==> src/rtl/cla_seq_pkg.sv <==
// Shared definitions for the sequential wide adder: slice width, FSM encoding
// and the slice-index width helper.
package cla_seq_pkg;

    localparam int WORD_W = 16;

    typedef enum logic [1:0] {
        ST_IDLE = 2'd0,
        ST_RUN  = 2'd1,
        ST_DONE = 2'd2
    } seq_state_t;

    // Index width for a slice counter over `words` slices, never narrower than one bit.
    function automatic int IDX_W(input int words);
        int w;
        w = $clog2(words);
        if (w < 1) begin
            w = 1;
        end else begin
            w = w;
        end
        return w;
    endfunction

endpackage

==> src/rtl/cla_adder16.sv <==
// 16-bit carry-lookahead adder: four 4-bit groups with a second lookahead
// level across the group generate/propagate terms.
module cla_adder16 (
    output logic [15:0] sum,
    output logic        carry_out,
    input  logic [15:0] a,
    input  logic [15:0] b,
    input  logic        carry_in
);

    logic [15:0] g_s;
    logic [15:0] p_s;
    logic [15:0] c_s;
    logic [3:0]  gg_s;
    logic [3:0]  pg_s;
    logic [4:0]  gc_s;

    // Bit and group generate/propagate, group carries, then in-group carries.
    always_comb begin
        g_s  = a & b;
        p_s  = a ^ b;
        gg_s = 4'b0000;
        pg_s = 4'b0000;
        c_s  = 16'h0000;
        for (int k = 0; k < 4; k++) begin
            gg_s[k] = g_s[4*k+3]
                    | (p_s[4*k+3] & g_s[4*k+2])
                    | (p_s[4*k+3] & p_s[4*k+2] & g_s[4*k+1])
                    | (p_s[4*k+3] & p_s[4*k+2] & p_s[4*k+1] & g_s[4*k]);
            pg_s[k] = &p_s[4*k +: 4];
        end
        gc_s[0] = carry_in;
        gc_s[1] = gg_s[0] | (pg_s[0] & carry_in);
        gc_s[2] = gg_s[1] | (pg_s[1] & gg_s[0]) | (pg_s[1] & pg_s[0] & carry_in);
        gc_s[3] = gg_s[2] | (pg_s[2] & gg_s[1]) | (pg_s[2] & pg_s[1] & gg_s[0])
                | (pg_s[2] & pg_s[1] & pg_s[0] & carry_in);
        gc_s[4] = gg_s[3] | (pg_s[3] & gg_s[2]) | (pg_s[3] & pg_s[2] & gg_s[1])
                | (pg_s[3] & pg_s[2] & pg_s[1] & gg_s[0])
                | (pg_s[3] & pg_s[2] & pg_s[1] & pg_s[0] & carry_in);
        for (int k = 0; k < 4; k++) begin
            c_s[4*k]   = gc_s[k];
            c_s[4*k+1] = g_s[4*k] | (p_s[4*k] & gc_s[k]);
            c_s[4*k+2] = g_s[4*k+1] | (p_s[4*k+1] & g_s[4*k])
                       | (p_s[4*k+1] & p_s[4*k] & gc_s[k]);
            c_s[4*k+3] = g_s[4*k+2] | (p_s[4*k+2] & g_s[4*k+1])
                       | (p_s[4*k+2] & p_s[4*k+1] & g_s[4*k])
                       | (p_s[4*k+2] & p_s[4*k+1] & p_s[4*k] & gc_s[k]);
        end
        sum       = p_s ^ c_s;
        carry_out = gc_s[4];
    end

endmodule

==> src/rtl/cla_wide_add_seq.sv <==
// Multi-precision adder that feeds one 16-bit CLA a slice per cycle, LS first,
// chaining the carry through a register. Optional subtract: CLA_SEQ_SUB_EN.
module cla_wide_add_seq
    import cla_seq_pkg::*;
#(
    parameter int WORDS = 4
) (
    input  logic                    clk,
    input  logic                    reset,
    input  logic                    in_valid,
    output logic                    in_ready,
    input  logic [WORD_W*WORDS-1:0] a,
    input  logic [WORD_W*WORDS-1:0] b,
    input  logic                    carry_in,
`ifdef CLA_SEQ_SUB_EN
    input  logic                    sub,
`endif
    output logic                    out_valid,
    input  logic                    out_ready,
    output logic [WORD_W*WORDS-1:0] sum,
    output logic                    carry_out,
    output logic                    busy
);

    localparam int W  = WORD_W * WORDS;
    localparam int IW = IDX_W(WORDS);
    localparam int BW = $clog2(W);
    localparam logic [IW-1:0] LAST_IDX = IW'(WORDS - 1);

    seq_state_t    state_r;
    seq_state_t    state_nxt_s;
    logic [IW-1:0] idx_r;
    logic [W-1:0]  a_r;
    logic [W-1:0]  b_r;
    logic          carry_r;
    logic [W-1:0]  sum_r;
    logic          carry_out_r;
    logic          in_ready_r;
    logic          out_valid_r;
    logic          busy_r;
    logic          sub_r;
    logic [BW-1:0] base_s;
    logic [15:0]   slice_a_s;
    logic [15:0]   slice_b_s;
    logic [15:0]   add_sum_s;
    logic          add_co_s;
    logic          sub_in_s;

`ifdef CLA_SEQ_SUB_EN
    assign sub_in_s = sub;
`else
    assign sub_in_s = 1'b0;
`endif

    // Next-state decode.
    always_comb begin
        state_nxt_s = state_r;
        case (state_r)
            ST_IDLE: begin
                if (in_valid) state_nxt_s = ST_RUN;
                else          state_nxt_s = ST_IDLE;
            end
            ST_RUN: begin
                if (idx_r == LAST_IDX) state_nxt_s = ST_DONE;
                else                   state_nxt_s = ST_RUN;
            end
            ST_DONE: begin
                if (out_ready) state_nxt_s = ST_IDLE;
                else           state_nxt_s = ST_DONE;
            end
            default: state_nxt_s = ST_IDLE;
        endcase
    end

    // Slice selection; B is inverted for subtraction (sub_r is tied low without the feature).
    always_comb begin
        base_s    = BW'({idx_r, 4'b0000});
        slice_a_s = a_r[base_s +: WORD_W];
        slice_b_s = b_r[base_s +: WORD_W] ^ {WORD_W{sub_r}};
    end

    cla_adder16 u_adder (
        .sum       (add_sum_s),
        .carry_out (add_co_s),
        .a         (slice_a_s),
        .b         (slice_b_s),
        .carry_in  (carry_r)
    );

    // State register and handshake flags, registered from the next state.
    always_ff @(posedge clk) begin
        if (reset) begin
            state_r     <= ST_IDLE;
            in_ready_r  <= 1'b1;
            out_valid_r <= 1'b0;
            busy_r      <= 1'b0;
        end else begin
            state_r     <= state_nxt_s;
            in_ready_r  <= (state_nxt_s == ST_IDLE);
            out_valid_r <= (state_nxt_s == ST_DONE);
            busy_r      <= (state_nxt_s == ST_RUN) || (state_nxt_s == ST_DONE);
        end
    end

    // Operand capture on accept, then one slice per RUN cycle with the carry chained in carry_r.
    always_ff @(posedge clk) begin
        if (reset) begin
            idx_r       <= {IW{1'b0}};
            a_r         <= {W{1'b0}};
            b_r         <= {W{1'b0}};
            carry_r     <= 1'b0;
            sub_r       <= 1'b0;
            sum_r       <= {W{1'b0}};
            carry_out_r <= 1'b0;
        end else begin
            case (state_r)
                ST_IDLE: begin
                    if (in_valid) begin
                        a_r     <= a;
                        b_r     <= b;
                        sub_r   <= sub_in_s;
                        carry_r <= carry_in ^ sub_in_s;
                        idx_r   <= {IW{1'b0}};
                    end
                end
                ST_RUN: begin
                    sum_r[base_s +: WORD_W] <= add_sum_s;
                    carry_r                 <= add_co_s;
                    if (idx_r == LAST_IDX) begin
                        idx_r       <= {IW{1'b0}};
                        carry_out_r <= add_co_s;
                    end else begin
                        idx_r <= idx_r + IW'(1);
                    end
                end
                ST_DONE: begin
                    idx_r <= {IW{1'b0}};
                end
                default: begin
                    idx_r <= {IW{1'b0}};
                end
            endcase
        end
    end

    assign in_ready  = in_ready_r;
    assign out_valid = out_valid_r;
    assign busy      = busy_r;
    assign sum       = sum_r;
    assign carry_out = carry_out_r;

endmodule
==> config.mk <==
export PLATFORM = sky130hd
export DESIGN_NAME = cla_wide_add_seq
export DESIGN_NICKNAME = d
export VERILOG_FILES = /design/src/rtl/cla_seq_pkg.sv /design/src/rtl/cla_adder16.sv /design/src/rtl/cla_wide_add_seq.sv
export SDC_FILE = /design/constraint.sdc
export NUM_CORES = 1
export LEC_CHECK = 0
export ABC_AREA = 0
export ABC_CLOCK_PERIOD_IN_PS = 3500
export CAP_MARGIN = 20
export CORE_MARGIN = 2
export CORE_UTILIZATION = 35
export CTS_CLUSTER_SIZE = 30
export DETAILED_ROUTE_END_ITERATION = 7
export HOLD_SLACK_MARGIN = 0.1
export SLEW_MARGIN = 20
export SYNTH_ARGS = -nofsm -noshare
export SYNTH_HDL_FRONTEND = slang
export SYNTH_SLANG_ARGS = --single-unit
==> constraint.sdc <==
create_clock -name clk -period 3.5 [get_ports clk]
set_clock_uncertainty 0.2 [all_clocks]
set_input_delay 0.875 -clock clk [delete_from_list [all_inputs] [get_ports clk]]
set_output_delay 0.875 -clock clk [all_outputs]
set_load 0.02 [all_outputs]
# After elaboration in Yosys (flattened, before gate mapping)
# Cells that the tools add are included.
[word_totals]
regBits = 201
inputBits = 133
output_inout_bits = 68
[op_classes]
add_sub_neg = 2
eq_ne = 6
shift = 4
n_mux = 10
n_bitwise = 121
reduce_logical = 11
[ops]
columns = ["cell", "n"]
rows = [
  ["$shiftx A64 B7 Y16", 2],
  ["$and A1 B1 Y1", 72],
  ["$bwmux W64", 1],
  ["$shift A16 B8 Y64 const A", 1],
  ["$shiftx A16 B8 Y64", 1],
  ["$or A1 B1 Y1", 46],
  ["$xor A16 B16 Y16", 2],
  ["$and A16 B16 Y16", 1],
  ["$reduce_and A4 Y1", 4],
  ["$mux W2", 4],
  ["$neg A6 Y8", 1],
  ["$eq A2 B2 Y1 const B", 3],
  ["$pmux W2 S3", 1],
  ["$reduce_and A2 Y1", 3],
  ["$eq A2 B1 Y1 const B", 2],
  ["$logic_not A2 Y1", 2],
  ["$pmux W2 S2", 1],
  ["$add A2 B1 Y2 const B", 1],
  ["$mux W1", 2],
  ["$ne A2 B2 Y1 const B", 1],
  ["$pmux W1 S2", 1],
  ["$reduce_bool A2 Y1", 1],
  ["$logic_or A1 B1 Y1", 1],
]

# Depth between registers and ports, before layout
[logic_depth]
word_depth = 15
depth_mapped = 12
depth_no_buf = 10

# By module
# Synthesis repeated with hierarchy kept, for this count alone.
[hier_totals]
cells_unflattened = 966
hier_area_um2 = 8541.9
[by_module_without_submodules]
columns = ["mod", "instances", "cells_per_inst", "area_each_um2", "seq_area_each_um2"]
rows = [
  ["cla_wide_add_seq", 1, 864, 7756.2, 4023.9],
  ["cla_adder16", 1, 102, 785.8, 0.0],
]

# Worst setup path before layout
# Ideal clock, no wire load.
[synth_timing]
kind = "reg-to-reg"
start = "register idx_r[0]"
end = "register sum_r[29], in the netlist sum[29]"
t_arrival_ps = 3453
slack_ps = -280
path_stages_with_launch = 13
path_cell_list = "dfxtp_1 buf_2 buf_2 mux4_2 ha_1 a21o_1 a21o_1 a221oi_4 nand2_4 fa_1 xor2_1 a22oi_1 nor2_1"
[synth_via]
elab_chain_len = 15
elab_cells_between_ends = 111
classes_between = "add/sub: 1; shift: 4; mux: 1; bitwise: 102; reduce/logical: 3"
[synth_rtl]
columns = ["item", "line_no", "text"]
rows = [
  ["start: declaration", "cla_wide_add_seq.sv:32", "logic [IW-1:0] idx_r;"],
  ["start signal: assignment", "cla_wide_add_seq.sv:108", "idx_r <= {IW{1'b0}};"],
  ["start signal: assignment", "cla_wide_add_seq.sv:123", "idx_r <= {IW{1'b0}};"],
  ["start signal: assignment", "cla_wide_add_seq.sv:130", "idx_r <= {IW{1'b0}};"],
  ["$shiftx A64 B7 Y16, on equally long branches", "cla_wide_add_seq.sv:78, cla_wide_add_seq.sv:79", ""],
  ["$xor A16 B16 Y16 / $and A16 B16 Y16 (equally long branches)", "cla_adder16.sv:21, cla_adder16.sv:20", ""],
  ["$and A1 B1 Y1, on equally long branches", "cla_adder16.sv:27, cla_adder16.sv:28, cla_adder16.sv:29", ""],
  ["$or A1 B1 Y1 (tied with other cells)", "cla_adder16.sv:27", "| (p_s[4*k+3] & g_s[4*k+2])"],
  ["$or A1 B1 Y1 / $and A1 B1 Y1 (equally long branches)", "cla_adder16.sv:28, cla_adder16.sv:29", ""],
  ["$or A1 B1 Y1", "cla_adder16.sv:29", "| (p_s[4*k+3] & p_s[4*k+2] & p_s[4*k+1] & g_s[4*k]);"],
  ["$and A1 B1 Y1", "cla_adder16.sv:35", "gc_s[3] = gg_s[2] | (pg_s[2] & gg_s[1]) | (pg_s[2] & pg_s[1] & gg_s[0])"],
  ["$or A1 B1 Y1 (2 in series)", "cla_adder16.sv:35", ""],
  ["$or A1 B1 Y1", "cla_adder16.sv:36", "| (pg_s[2] & pg_s[1] & pg_s[0] & carry_in);"],
  ["$and A1 B1 Y1, on equally long branches", "cla_adder16.sv:42, cla_adder16.sv:44, cla_adder16.sv:47", ""],
  ["$or A1 B1 Y1, on equally long branches", "cla_adder16.sv:42, cla_adder16.sv:44, cla_adder16.sv:47", ""],
  ["$xor A16 B16 Y16", "cla_adder16.sv:49", "sum = p_s ^ c_s;"],
  ["$shiftx A16 B8 Y64", "cla_wide_add_seq.sv:127", "sum_r[base_s +: WORD_W] <= add_sum_s;"],
  ["$bwmux W64 (*)", "cla_wide_add_seq.sv:127", ""],
  ["end signal: assignment", "cla_wide_add_seq.sv:113", "sum_r <= {W{1'b0}};"],
  ["end signal: indexed assignment", "cla_wide_add_seq.sv:127", ""],
  ["end: declaration", "cla_wide_add_seq.sv:36", "logic [W-1:0] sum_r;"],
]
# Mark *: on every way between the ends. The rest lies on a longest branch, timed or not.
# A chain may end at the register's enable or synchronous reset.

# Worst setup path in the final report
[layout_timing]
start = "register idx_r[0]"
end = "register sum_r[61], in the netlist sum[61]"
# The elaborated chain is that of the path after synthesis.

==> metrics.txt <==
status completed; syn_area_per_cell between 8 and 9 sq um; largest net degree at the start of global routing 73; CP startpoint kind register; Initial Util 0.3539; area of the multi-input gates 4252 sq um; number of antenna diodes 0; Post-Layout Inst Area 11840 sq um; Netlist cell types 50; drt first pass iters 5; Core Util, Final 0.4913; Hold EP sum[63]; Max Slew Vio Count 0; Worst-path clk slew around 0.06 ns; area share of the largest cell type after synthesis 0.4716; Synth-to-Final Area Change 38.80%; Critical Path Sink Type register; TNS Setup 0 ns; drt total wl between 20000 and 30000 um; EDFF count, synth 0; setup violators final 0; most numerous cell in the Yosys netlist nand2_1; Total GRT Usage 0.1961; post-DR vias/cell approximately 5.0; row cnt 57; Final Power 5.539 mW; chip width 160.1 um; Max Cap Violations 0; H-tree depth 1; origin of the critical flop-to-flop path idx_r[0]; register area share after synthesis 0.4716; CORE AREA 24110 sq um; GRT overflow 0; Post-Syn Nets 1133; Detail Placement HPWL 18890 um; Layout fillers 2348; root buf cell clkbuf_16; IR drop worst, VDD between 0.3 and 0.4 mV; CTS Buffer Depth 3; DP Area 11000 sq um; layout cells sized above 1 0.1132; cell count after synthesis 972; Critical Path RT approximately 3.7 ns; Non-Filler Instances approximately 1500; ys async rst share 0; fmax 0.2968 GHz; Port Buf Inserts 200; initial antenna violation count 0; RR Endpoint sum[61]; Tmin final 3.370 ns; synthesis-stage register bit count 201; CTS tree built; Routed Antenna Nets 0; Placer Congestion approximately 0.86; hold-critical path depth 2; area leader, netlist dfxtp_1; Worst slew margin 0.4876; top post-synthesis cells by area dfxtp_1 47%, nand2_1 12%, a21oi_1 8.6%; drt drc 0; hold path start sum[63]; Register Area 4029 sq um; wire per inst 16.92 um; Die Ht between 150 and 200 um; cts hold-fix bufs 0; nets 1329; die area ~26000 sq um; Post-synth top cells 271 x nand2_1, 201 x dfxtp_1, 146 x a21oi_1; synth warn 0; final hold violation count 0; Primary FF master, synth dfxtp_1; clk sinks 201; Worst Path Arrival 3.54 ns; I/O pin count 201; Leakage around 4.4 nW; vias in the first global route 7290; clock insertion delay at the later pin of the skew report roughly 0.50 ns; Slew @ Worst Pin 0.7686 ns; min-delay worst type register to register; Inst Count DP 1461; mapped cell area 8532 sq um; worst reg-to-reg path cell count 11; via count 7588; Max Fanout on Critical Path 5; power per cell area 467.7 nW/um^2; global-route wire length before repair 40230 um; total CTS buffers 22; Final Cycle Share 0.9628; drt first-iter violations 683; R2R setup slack 0.13 ns; critical path class register to register
[kinds of logic after synthesis]
kind of cell               count (synthesis)  synth area share
AOI/OAI and AO/OA                        238            0.1676
xor gates and xnor gates                   6          0.006159
adders and majority gates                 28           0.04458
buffers and inverters                     80           0.03828
DFF                                      201            0.4716
muxes                                     33           0.08608
and+or+nand+nor                          386            0.1857
[how the worst max path moves through the flow]
stage	startpoint	end	slack, ns	depth (start not counted)
2_1_floorplan	idx_r[0]	sum[29]	0.02	12
3_5_place_dp	idx_r[0]	sum[61]	-0.0002	11
6_report	idx_r[0]	sum[61]	0.13	11
3_3_place_gp	idx_r[0]	sum[57]	0.04	12
4_1_cts	idx_r[0]	sum[61]	0.03	11
5_1_grt	idx_r[0]	sum[61]	-0.004	11
[placed cells by master (no fill, tap or decap), types with 6 or more instances in the layout]
cell and instances:
dfxtp_1 199, a21o_1 8, clkbuf_1 6, a21oi_1 145, ha_1 22, o21ai_1 11
clkinv_2 6, buf_12 7, nand2_1 270, a22oi_1 44, mux4_2 32, inv_1 11
clkbuf_16 23, clkdlybuf4s50_1 199, nor2_1 70, nor3_1 12, buf_4 33
[per-stage QoR]
stage          setup WS, ns  hold WS (ns)
6_report             0.1303        0.2497
3_3_place_gp        0.03893        0.2388
2_1_floorplan       0.02412        0.2331
4_1_cts             0.03452        0.2516
3_5_place_dp     -0.0001625        0.2435
5_1_grt           -0.003944        0.2691
[layout make-up]
type | count | share of cell area
timing repair buffer | 241 | 0.2029
tap | 324 | 0.03423
multi-input combinational | 691 | 0.3590
clock buffer | 33 | 0.05515
clock inverter | 7 | 0.005071
sequential | 201 | 0.3402
inverter | 11 | 0.003487
[report_power, final]
| part | total (mW) | switching, mW | internal (mW) |
|---|---|---|---|
| clock network | 2.27 | 0.908 | 1.36 |
| logic | 0.815 | 0.426 | 0.388 |
| registers | 2.46 | 0.0637 | 2.39 |
| total | 5.54 | 1.40 | 4.14 |
[metal layers]
layer / track usage / wire length, um / vias to the layer above / part of all wire
li1: - / - / 3758 / -
met1: 0.2714 / 11740 / 3580 / 0.46
met2: 0.3196 / 11900 / 215 / 0.47
met3: 0.03169 / 1311 / 35 / 0.051
met4: 0.05242 / 561 / 0 / 0.022
met5: 0 / 0 / - / 0
[critical path, stage by stage, from the launching register on]
cell	delay, ns
dfxtp_4	0.39
buf_12	0.13
mux4_2	0.54
ha_1	0.32
and3_2	0.24
and2_4	0.18
a221oi_4	0.31
nand2_4	0.12
fa_2	0.41
xor2_2	0.18
a22oi_1	0.17
nor2_1	0.05
[timing repair]
item	CTS	global route
endpoints found under the setup margin	6	24
setup buffers	2	5
resized for setup	2	12
endpoints found under the hold margin	0	0
pin swaps	1	4
cloned	0	0
[sequential cells by signal (all words and copies together) (netlist names)]
name	flops
idx_r	2
carry_r	1
carry_out	1
out_valid	1
a_r	64
in_ready	1
state_r	2
busy	1
b_r	64
sum	64
(Power assumes the default switching activity.)
